### src/rtl/pipe_stage_reg_pkg.sv
// Shared constants for the elastic pipeline-stage register:
// default payload widths, the "no destination register" code and FSM encodings.
package pipe_stage_reg_pkg;

    localparam int unsigned DEF_DATA_W  = 16;
    localparam int unsigned DEF_ADDR_W  = 4;
    localparam int unsigned DEF_PC_W    = 16;
    localparam int unsigned STALL_CNT_W = 16;

    // Destination code meaning "no register"; writeback logic ignores it.
    localparam logic [DEF_ADDR_W-1:0] REG_INVALID = 4'hf;

    localparam logic [1:0] PSR_EMPTY = 2'd0;
    localparam logic [1:0] PSR_ONE   = 2'd1;
    localparam logic [1:0] PSR_TWO   = 2'd2;

endpackage

### src/rtl/pipe_payload_reg.sv
// One payload-wide register with load and bubble-load (clear to bubble value).
// Bubble-load wins over load; reset also returns the bubble value.
module pipe_payload_reg #(
    parameter int unsigned   W      = 1,
    parameter logic [W-1:0]  BUBBLE = '0
) (
    input  logic         clk,
    input  logic         rst_n,
    input  logic         load,
    input  logic         bubble_load,
    input  logic [W-1:0] d,
    output logic [W-1:0] q
);

    // Payload storage.
    always_ff @(posedge clk or negedge rst_n) begin
        if (!rst_n) begin
            q <= BUBBLE;
        end else if (bubble_load) begin
            q <= BUBBLE;
        end else if (load) begin
            q <= d;
        end
    end

endmodule

### src/rtl/pipe_stage_reg.sv
// Elastic pipeline-stage register (main + skid entry) with valid/ready handshake,
// fully registered upstream ready and synchronous flush.
// Optional stall-cycle counter enabled by defining PIPE_STAGE_STALL_CNT_EN.
module pipe_stage_reg
    import pipe_stage_reg_pkg::*;
#(
    parameter int unsigned        DATA_W       = DEF_DATA_W,
    parameter int unsigned        ADDR_W       = DEF_ADDR_W,
    parameter int unsigned        PC_W         = DEF_PC_W,
    parameter logic [15:0]        RESET_RESULT = 16'h00dd,
    parameter logic [ADDR_W-1:0]  REG_NONE     = ADDR_W'(REG_INVALID)
) (
    input  logic              psi_clk,
    input  logic              psi_rst,
    input  logic              psi_valid,
    output logic              pso_ready,
    input  logic [PC_W-1:0]   psi_instr,
    input  logic [PC_W-1:0]   psi_pc,
    input  logic [DATA_W-1:0] psi_result,
    input  logic [ADDR_W-1:0] psi_wreg_addr,
    input  logic              psi_reg_wrn,
    input  logic              psi_flush,
    output logic              pso_valid,
    input  logic              psi_ready,
    output logic [PC_W-1:0]   pso_instr,
    output logic [PC_W-1:0]   pso_pc,
    output logic [DATA_W-1:0] pso_result,
    output logic [ADDR_W-1:0] pso_wreg_addr,
    output logic              pso_reg_wrn
`ifdef PIPE_STAGE_STALL_CNT_EN
    ,
    output logic [STALL_CNT_W-1:0] pso_stall_cnt
`endif
);

    localparam int unsigned PW = 2 * PC_W + DATA_W + ADDR_W + 1;
    localparam logic [PW-1:0] BUBBLE = {{(2 * PC_W){1'b0}}, DATA_W'(RESET_RESULT), REG_NONE, 1'b0};

    logic [1:0]    state_q, state_d;
    logic          ready_q, valid_q;
    logic          accept, pop;
    logic          main_load, main_from_skid, main_bubble;
    logic          skid_load, skid_bubble;
    logic [PW-1:0] in_payload, main_d, main_q, skid_q;

    assign accept     = psi_valid & ready_q;
    assign pop        = valid_q & psi_ready;
    assign in_payload = {psi_instr, psi_pc, psi_result, psi_wreg_addr, psi_reg_wrn};
    assign main_d     = main_from_skid ? skid_q : in_payload;

    // Next-state and entry-load decode; flush overrides every transfer.
    always_comb begin
        state_d        = state_q;
        main_load      = 1'b0;
        main_from_skid = 1'b0;
        main_bubble    = 1'b0;
        skid_load      = 1'b0;
        skid_bubble    = 1'b0;
        if (psi_flush) begin
            state_d     = PSR_EMPTY;
            main_bubble = 1'b1;
            skid_bubble = 1'b1;
        end else begin
            case (state_q)
                PSR_EMPTY: begin
                    if (accept) begin
                        state_d   = PSR_ONE;
                        main_load = 1'b1;
                    end
                end
                PSR_ONE: begin
                    case ({accept, pop})
                        2'b11: main_load = 1'b1;
                        2'b10: begin
                            state_d   = PSR_TWO;
                            skid_load = 1'b1;
                        end
                        2'b01: begin
                            state_d     = PSR_EMPTY;
                            main_bubble = 1'b1;
                        end
                        default: ;
                    endcase
                end
                PSR_TWO: begin
                    if (pop) begin
                        state_d        = PSR_ONE;
                        main_load      = 1'b1;
                        main_from_skid = 1'b1;
                        skid_bubble    = 1'b1;
                    end
                end
                default: begin
                    state_d     = PSR_EMPTY;
                    main_bubble = 1'b1;
                    skid_bubble = 1'b1;
                end
            endcase
        end
    end

    // State register plus registered handshake flags derived from the next state.
    always_ff @(posedge psi_clk or negedge psi_rst) begin
        if (!psi_rst) begin
            state_q <= PSR_EMPTY;
            ready_q <= 1'b1;
            valid_q <= 1'b0;
        end else begin
            state_q <= state_d;
            ready_q <= (state_d != PSR_TWO);
            valid_q <= (state_d != PSR_EMPTY);
        end
    end

    pipe_payload_reg #(.W(PW), .BUBBLE(BUBBLE)) u_main (
        .clk         (psi_clk),
        .rst_n       (psi_rst),
        .load        (main_load),
        .bubble_load (main_bubble),
        .d           (main_d),
        .q           (main_q)
    );

    pipe_payload_reg #(.W(PW), .BUBBLE(BUBBLE)) u_skid (
        .clk         (psi_clk),
        .rst_n       (psi_rst),
        .load        (skid_load),
        .bubble_load (skid_bubble),
        .d           (in_payload),
        .q           (skid_q)
    );

    assign pso_ready = ready_q;
    assign pso_valid = valid_q;
    assign {pso_instr, pso_pc, pso_result, pso_wreg_addr, pso_reg_wrn} = main_q;

`ifdef PIPE_STAGE_STALL_CNT_EN
    logic [STALL_CNT_W-1:0] stall_cnt_q;

    // Saturating count of cycles where output is valid but not taken; flush keeps it.
    always_ff @(posedge psi_clk or negedge psi_rst) begin
        if (!psi_rst) begin
            stall_cnt_q <= '0;
        end else if (valid_q && !psi_ready && (stall_cnt_q != {STALL_CNT_W{1'b1}})) begin
            stall_cnt_q <= stall_cnt_q + STALL_CNT_W'(1);
        end
    end

    assign pso_stall_cnt = stall_cnt_q;
`endif

endmodule

### config.mk
export PLATFORM = sky130hd
export DESIGN_NAME = pipe_stage_reg
export DESIGN_NICKNAME = d
export VERILOG_FILES = /design/src/rtl/pipe_stage_reg_pkg.sv /design/src/rtl/pipe_payload_reg.sv /design/src/rtl/pipe_stage_reg.sv
export SDC_FILE = /design/constraint.sdc
export NUM_CORES = 1
export LEC_CHECK = 0
export CORE_MARGIN = 1.5
export CORE_UTILIZATION = 46
export DETAILED_ROUTE_END_ITERATION = 10
export PLACE_DENSITY = 0.76
export SYNTH_ARGS = -nofsm -noshare
export SYNTH_HDL_FRONTEND = slang
export SYNTH_HIERARCHICAL = 1
export SYNTH_SLANG_ARGS = --single-unit
### constraint.sdc
create_clock -name psi_clk -period 1.82 [get_ports psi_clk]
set_input_delay 0.455 -clock psi_clk [delete_from_list [all_inputs] [get_ports psi_clk]]
set_output_delay 0.455 -clock psi_clk [all_outputs]
set_load 0.005 [all_outputs]
Word level (Yosys, flattened, before mapping)
Index checks and enable logic that the tools add are counted.
Widths: inputs -> output; s select.
{ "word_totals": {"romBits": 0, "latch_bits": 0, "output_inout_bits": 55, "memories": 0, "register_bits": 110, "elab_cells": 44, "mem_bits_rw": 0, "inputBits": 58} }
{ "op_classes": {"div": 0, "n_eq_ne": 6, "shift": 0, "reduce_logical": 6, "n_mux": 25, "magnitude_cmp": 0, "n_mul": 0, "n_addsub": 0, "bitwise": 2} }
{ "ops": {"columns": ["cell", "count"], "rows": [
  ["$mux 53", 5],
  ["$mux 1", 12],
  ["$eq 2x2->1 const B", 3],
  ["$mux 2", 3],
  ["$pmux 2 s3", 1],
  ["$reduce_bool 2->1", 3],
  ["$eq 2x1->1 const B", 2],
  ["$pmux 1 s2", 2],
  ["$pmux 2 s2", 1],
  ["$reduce_or 2->1", 2],
  ["$pmux 1 s3", 1],
  ["$and 1x1->1", 2],
  ["$logic_not 2->1", 1],
  ["$ne 2x2->1 const B", 1]
]} }

Depth between registers and ports, before layout
Gate-level depths: netlist (run 1).
{ "depth": {"ltp_word": 7, "depth_mapped": 9, "depth_no_buf": 5} }

Cells and area by module
The synthesis (run 1) kept the hierarchy.
{ "modules_own_cells": {"columns": ["mod", "area_each_um2", "cells_per_inst", "n_inst", "seq_area_each_um2"], "rows": [
  ["pipe_payload_reg", 2239.6, 172, 2, 1338.8],
  ["pipe_stage_reg", 937.1, 88, 1, 101.3]
]} }

Worst setup path before layout (run 1)
Ideal clock, no wire load.
{ "synth_path": {"kind": "input -> register", "startpoint": "input psi_flush", "endpoint": "register u_main.q[2]", "path_slack_ps": -205, "setup_time_ps": 82, "path_buffers": 2, "required_ps": 1738, "arrival_time_ps": 1944, "cell_stages": 5, "cell_sequence": "buf_2 -> nor4b_4 -> buf_6 -> mux2_2 -> a211o_2"} }
{ "synth_via": {"elab_chain_cells": 4, "word_cells_on_any_way": 7, "classes_between": "mux: 6; reduce/logical: 1"} }
{ "synth_rtl": {"columns": ["item", "line_no", "rtl"], "rows": [
  ["from (decl)", "pipe_stage_reg.sv:22", "input logic psi_flush,"],
  ["$mux 1", "pipe_stage_reg.sv:59", "if (psi_flush) begin"],
  ["$mux 53", "pipe_stage_reg.sv:49", "assign main_d = main_from_skid ? skid_q : in_payload;"],
  ["via main_d[2]", "pipe_stage_reg.sv:44", "logic [PW-1:0] in_payload, main_d, main_q, skid_q;"],
  ["$mux 53", "pipe_payload_reg.sv:21", "end else if (load) begin"],
  ["$mux 53", "pipe_payload_reg.sv:19", "end else if (bubble_load) begin"],
  ["to (signal assigned)", "pipe_payload_reg.sv:18", "q <= BUBBLE;"],
  ["to (signal assigned)", "pipe_payload_reg.sv:20", "q <= BUBBLE;"],
  ["to (signal assigned)", "pipe_payload_reg.sv:22", "q <= d;"],
  ["to (decl)", "pipe_payload_reg.sv:12", "output logic [W-1:0] q"]
]} }
The timed path passes the listed nets, and every way through them passes these cells. The select of a mux whose other input is x is not followed.
A chain may end at the register's enable or synchronous reset.

Final worst setup path (run 1)
{ "layout_path": {"startpoint": "register ready_q, in the netlist pso_ready", "endpoint": "register u_main.q[7]"} }
{ "layout_via": {"elab_chain_cells": 6, "word_cells_on_any_way": 12, "classes_between": "eq/ne: 2; mux: 8; bitwise: 1; reduce/logical: 1"} }
{ "layout_rtl": {"columns": ["item", "line_no", "rtl"], "rows": [
  ["from (decl)", "pipe_stage_reg.sv:40", "logic ready_q, valid_q;"],
  ["from (signal assigned)", "pipe_stage_reg.sv:110", "ready_q <= (state_d != PSR_TWO);"],
  ["$and 1x1->1 (*)", "pipe_stage_reg.sv:46", "assign accept = psi_valid & ready_q;"],
  ["$eq 2x2->1", "pipe_stage_reg.sv:72", "case ({accept, pop})"],
  ["$mux 1", "pipe_stage_reg.sv:72", null],
  ["$pmux 1 s3 (*)", "pipe_stage_reg.sv:64", "case (state_q)"],
  ["$mux 1 (*)", "pipe_stage_reg.sv:59", null],
  ["via main_load", "pipe_stage_reg.sv:42", "logic main_load, main_from_skid, main_bubble;"],
  ["$reduce_bool 2->1 (no source line) (*)", null, null]
]} }
Mark *: on every way through the listed nets, which the timed path passes. The rest lies on a longest branch.

==> out/results.ini, run 1 <==
[outcome]
status=finished with violations
failed_checks=setup timing

[power]
max-vdd-ir-drop_v=0.000549
p_leak_nw=3.25
combPwrFrac_pct=20.9
power_w=0.00595
clock_power_share_pct=34.1
p_int_w=0.00449
power_density_nw_per_um2=772
p_sw_share_pct=24.6
p_seq_share_pct=45.0
p_switching_w=0.00147

[drt]
drtIter0Drc=160
drc_errors=0
vias=3783
first_pass_iters=4
routedWlPerCell_um=17.5
wirelength_um=12800
drt-vias-per-instance=5.19
drtAntennaViolNets=0

[die]
num_rows=39
num_io_pins=113
start_util_pct=47.2
die_h_um=112
coreArea_um2=11500
dieArea_um2=12400
die_x_um=112

[clocking]
cts_tree=done
cts-root-buf=clkbuf_16
clk_latency_ps=350
cts_hold_buf=0
cts.sinks=110
numCtsBuffers=9
cts.clk_slew.worst_paths_ps=70
cts.path.max_buffers=2
htree_levels=3

[sta]
worstMarginPinSlew_ps=595
drv_slew=0
postLayoutSetupSlackWorst_ps=-47.6
finClkSkew_ps=2.31
setup_violations=35
slew_headroom_pct=60.3
period_share_pct=103
rsz0062_at_grt=true
final.min_clock_period_ps=1870
fmax_mhz=535
fin_hold_ws_ps=164
hold_viol_final=0

[synth]
async_flop_share_pct=100
yosysWarnings=6
synth_xor_area_share_pct=0
synth-seq-cells=110
syn_inst=432
synth_top_family_by_area=multiplexers
synth-seq-area-share_pct=51.3
yosys.area_share.simple_pct=10.6
synthFlopType=dfrtp_1
yosys.area.top_type=dfrtp_1
yosysTopAreaCellShare_pct=41.1
post-synth-top-count-cell=dfrtp_1
avgSynthCellArea_um2=12.5
synth_fp_nets=490
synth_edf_count=0
synth_commonest_cells=89 x dfrtp_1, 88 x nor2_1, 87 x mux2i_1
synth.distinct_cells=32
synth_compound_area_share_pct=4.57
synthAdderAreaFrac_pct=0
synthMuxAreaShare_pct=27.1
netlist_top_cells_area=dfrtp_1 41%, mux2i_1 16%, mux2_2 11%, dfstp_2 10%, nor2_1 6.1%
syn_area_um2=5420

[global_routing]
busiest_layer=met2
grt_start_max_net_pins=111
grt_util_met1_pct=26.7
grt_pass1_vias=3900
met2_usage_pct=33.5
globalRoute.totalOverflow=0
grt_pass1_wl_um=20100
use_met3_pct=4.57
grt_antenna_before_repair=0
grtUsageTotal_pct=20.3

[setup_path]
critPathArrivalTime_ps=2150
crit_type=register to register
worstPathMaxFanout=5
critPathRequiredTime_ps=2100
critPathCaptureType=register
cp-start-kind=register

[placement]
gp_congestion=0.765
place.detailed.hpwl_um=8120
dp_cells=696
port_buffers=112
pre_cts_slack_ps=-548

[final_layout]
area_growth_pct=42.4
diodes=0
drive_above_1_share_pct=32.9
fin_cells=729
num-nets-final=639

[min_path]
hold_class=input pin to asynchronous set/reset pin

[run]
drv_cap=0

worst max-delay path, stage by stage, from the launching register on:
cell and delay (ps):
dfstp_2 530, and3b_2 270, nand2_2 80, a21oi_4 230, buf_6 140, buf_12 110
and2b_2 210, a211o_1 230
through the flow:
| step | util, % | area (µm²) | setup TNS [ps] |
|---|---|---|---|
| global route | 67.3 | 7710 | -5090 |
| finish | 67.3 | 7710 | -639 |
| floorplan | - | 5550 | -5900 |
| CTS | 65.3 | 7490 | -177 |
| detailed placement | 61.2 | 7010 | -46640 |
| global placement | 61.2 | 7010 | -43430 |
worst paths after layout:
| kind | from | endpoint | slack [ps] | cells after the start |
|---|---|---|---|---|
| setup / recovery | pso_ready | u_main/q[7] | -50 | 7 |
| hold / removal | psi_rst | u_main/q[32] | 160 | 2 |
| setup reg to reg | pso_ready | u_main/q[7] | -50 | 7 |
| hold reg to reg | u_main/q[22] | u_main/q[22] | 520 | 2 |
| max in group asynchronous | psi_rst | u_main/q[0] | 1200 | 2 |
| min in group psi_clk | u_main/q[22] | u_main/q[22] | 520 | 2 |
cells in the final DEF (no fill, tap or decap), drive strengths merged:
cell / netlist / routed
nand2: 3 / 3
o21a: 1 / 1
clkinvlp: 0 / 1
clkbuf: 13 / 15
inv: 0 / 1
a21oi: 1 / 1
a211o: 20 / 20
and3b: 1 / 1
a21o: 2 / 2
bufinv: 0 / 1
mux2i: 87 / 87
dfstp: 21 / 21
dfrtp: 89 / 89
clkdlybuf4s50: 0 / 97
o21bai: 1 / 1
o21ai: 1 / 1
a2111oi: 1 / 1
nor3: 1 / 1
a221oi: 1 / 1
nor2: 88 / 88
nor4b: 1 / 1
mux2: 53 / 53
nand3: 1 / 1
nand2b: 1 / 1
and2: 1 / 1
clkinv: 0 / 2
or3: 1 / 1
and3: 1 / 1
nor2b: 4 / 4
dlygate4sd2: 0 / 14
a211oi: 1 / 1
and2b: 16 / 16
buf: 21 / 57
layer usage:
metal,wire length (µm),up-vias
li1,-,1788
met1,5790,1882
met2,6170,101
met3,609,12
met4,194,0
met5,0,-
power groups by stage:
stage	clock network [W]	logic, W	registers [W]
2_1_floorplan	0	0.000582	0.00271
3_3_place_gp	0	0.00108	0.00272
3_5_place_dp	0	0.00110	0.00272
4_1_cts	0.00208	0.00116	0.00268
5_1_grt	0.00218	0.00133	0.00270
6_report	0.00203	0.00124	0.00268
flip-flops by register name, indices dropped and copies added (netlist names):
| name | cells |
|---|---|
| state_q | 2 |
| u_skid/q | 53 |
| u_main/q | 53 |
| pso_valid | 1 |
| pso_ready | 1 |
final cells by class:
| type | count | area (µm²) |
|---|---|---|
| Clock inverter | 5 | 56.3 |
| Timing Repair Buffer | 172 | 1910 |
| Multi-Input combinational cell | 288 | 2530 |
| Tap cell | 143 | 179 |
| Clock buffer | 11 | 253 |
| Fill cell | 851 | 3750 |
| Sequential cell | 110 | 2780 |
cells by family after synthesis:
family / count (synthesis)
compound gates: 29
buf+inv: 34
simple gates: 119
flops: 110
mux: 140
what timing repair did:
action,CTS,global route
setup buffers,8,2
pin swaps,14,6
resized for setup,32,20
endpoints found under the setup margin,106,106
gates cloned,2,5
No activity file was read; power rests on OpenSTA's default activity.
==> run 2, diff against run 1 <==
- SKIP_CTS_REPAIR_TIMING: not set -> 1
==> run 2 against run 1 <==
Net effect: the run still ends with setup timing left; hold slack worse by 27 ps; die area is the same; total power up 1.0%; maximum frequency fell by 1.6%; critical path type unchanged; largest cell class unchanged; highest routed layer unchanged.
==> out/results.ini, run 2 (same netlist as run 1, synthesis figures left out) <==
[final_layout]
area_growth_pct=45.2  ; was 42.4%
final_common_cell=clkdlybuf4s50_1  ; unchanged
reg_top3=u_main/q x53, u_skid/q x53, state_q x2  ; unchanged
num-nets-final=641  ; was 639
fill_cells=830  ; was 851
multiInputGateArea_um2=2540  ; was 2530 µm²
regArea_um2=2780  ; unchanged
drive_above_1_share_pct=33.0  ; was 32.9%
diodes=0  ; unchanged
layout_common_cells=97 x clkdlybuf4s50_1, 88 x dfrtp_1, 86 x nor2_1  ; unchanged

[drt]
drc_errors=0  ; unchanged
first_pass_iters=4  ; unchanged
vias=3845  ; was 3783
drtIter0Drc=171  ; was 160
routedWlPerCell_um=18.2  ; was 17.5 µm
wirelength_um=13300  ; was 12800 µm
drt-vias-per-instance=5.26  ; was 5.19
drtAntennaViolNets=0  ; unchanged

[power]
max-vdd-ir-drop_v=0.000550  ; was 0.000549 V
p_leak_nw=3.36  ; was 3.25 nW
p_int_w=0.00451  ; was 0.00449 W
p_seq_share_pct=44.6  ; was 45.0%
combPwrFrac_pct=21.2  ; was 20.9%
power_w=0.00601  ; was 0.00595 W
p_sw_share_pct=25.0  ; was 24.6%
clock_power_share_pct=34.2  ; was 34.1%
power_density_nw_per_um2=765  ; was 772 nW/µm²
p_switching_w=0.00150  ; was 0.00147 W

[sta]
rsz0062_at_grt=true  ; unchanged
hold_viol_final=0  ; unchanged
finClkSkew_ps=10.5  ; was 2.31 ps
postLayoutSetupSlackWorst_ps=-78.6  ; was -47.6 ps
worstMarginPinSlew_ps=612  ; was 595 ps
tns_ps=-860  ; was -639 ps
fmax_mhz=527  ; was 535 MHz
final.min_clock_period_ps=1900  ; was 1870 ps
slew_headroom_pct=59.2  ; was 60.3%
drv_slew=0  ; unchanged
period_share_pct=104  ; was 103%
setup_violations=38  ; was 35

[die]
dieArea_um2=12400  ; unchanged
die_h_um=112  ; unchanged
num_io_pins=113  ; unchanged
start_util_pct=47.2  ; unchanged
coreArea_um2=11500  ; unchanged
die_x_um=112  ; unchanged
num_rows=39  ; unchanged

[clocking]
numCtsBuffers=9  ; unchanged
cts.clk_slew.worst_paths_ps=80  ; was 70 ps
cts-root-buf=clkbuf_16  ; unchanged
clk_latency_ps=360  ; was 350 ps
cts.sinks=110  ; unchanged
htree_levels=3  ; unchanged
cts.path.max_buffers=2  ; unchanged
cts_tree=done  ; unchanged

[outcome]
failed_checks=setup timing  ; unchanged
status=finished with violations  ; unchanged

[global_routing]
grt_start_max_net_pins=111  ; unchanged
grt_antenna_before_repair=0  ; unchanged
grt_pass1_wl_um=19400  ; was 20100 µm
grtUsageTotal_pct=19.4  ; was 20.3%
globalRoute.totalOverflow=0  ; unchanged
grt_pass1_vias=3867  ; was 3900

[setup_path]
crit_type=register to register  ; unchanged
critPathCaptureType=register  ; unchanged
cp-start-kind=register  ; unchanged
worstPathMaxFanout=5  ; unchanged
critPathRequiredTime_ps=2060  ; was 2100 ps
rr_worst_depth=8  ; was 7
critPathArrivalTime_ps=2140  ; was 2150 ps

[placement]
port_buffers=112  ; unchanged
gp_congestion=0.765  ; unchanged
place.detailed.hpwl_um=8120  ; unchanged

[run]
drv_cap=0  ; unchanged

[min_path]
hold_class=input pin to asynchronous set/reset pin  ; unchanged

==> run 2: critical path, cell delays in order (launching register included) <==
cell	delay [ps]
dfstp_2	530
and3b_2	260
o21bai_4	70
a21oi_4	190
buf_12	140
clkbuf_16	150
clkbuf_16	150
mux2i_1	210
nor2_1	90
==> run 2: layout make-up <==
class	instances	share of cell area, %
flip-flops and latches	110	35.4
multi-input cells	288	32.3
repair buffers	174	26.2
clock buffers	11	3.21
well taps	143	2.28
clock inverters	5	0.716
==> run 2: worst paths after layout <==
check,start,endpoint,slack [ps]
max,pso_ready,u_main/q[30],-80
min,psi_rst,u_main/q[30],140
max reg2reg,pso_ready,u_main/q[30],-80
min reg2reg,u_main/q[22],u_main/q[22],520
max in group asynchronous,psi_rst,u_skid/q[10],1190
min in group psi_clk,u_main/q[22],u_main/q[22],520
==> run 2: power by group through the flow <==
| stage | clock network, W | registers, W | logic, W |
|---|---|---|---|
| final | 0.00206 | 0.00268 | 0.00127 |
| after global routing | 0.00219 | 0.00270 | 0.00136 |
| after CTS | 0.00208 | 0.00268 | 0.00111 |
| after detailed placement | 0 | 0.00272 | 0.00110 |
| after global placement | 0 | 0.00272 | 0.00108 |
| after floorplan | 0 | 0.00271 | 0.000582 |
==> run 2: through the flow <==
stage | cells | setup slack (ps) | hold slack [ps] | util [%] | area (µm²)
after floorplan | 432 | -148 | 159 | - | 5550
after global placement | 696 | -491 | 495 | 61.2 | 7010
after detailed placement | 696 | -548 | 508 | 61.2 | 7010
after CTS | 712 | -177 | 207 | 63.9 | 7320
after global routing | 731 | -143 | 200 | 68.6 | 7860
final | 731 | -78.6 | 138 | 68.6 | 7860
==> run 2: layer usage <==
metal	vias to the layer above	routed length [µm]	global-route usage [%]
met1	1913	5880	25.4
met5	-	0	0
met3	18	669	5.06
li1	1794	-	-
met2	120	6500	31.2
met4	0	256	7.34
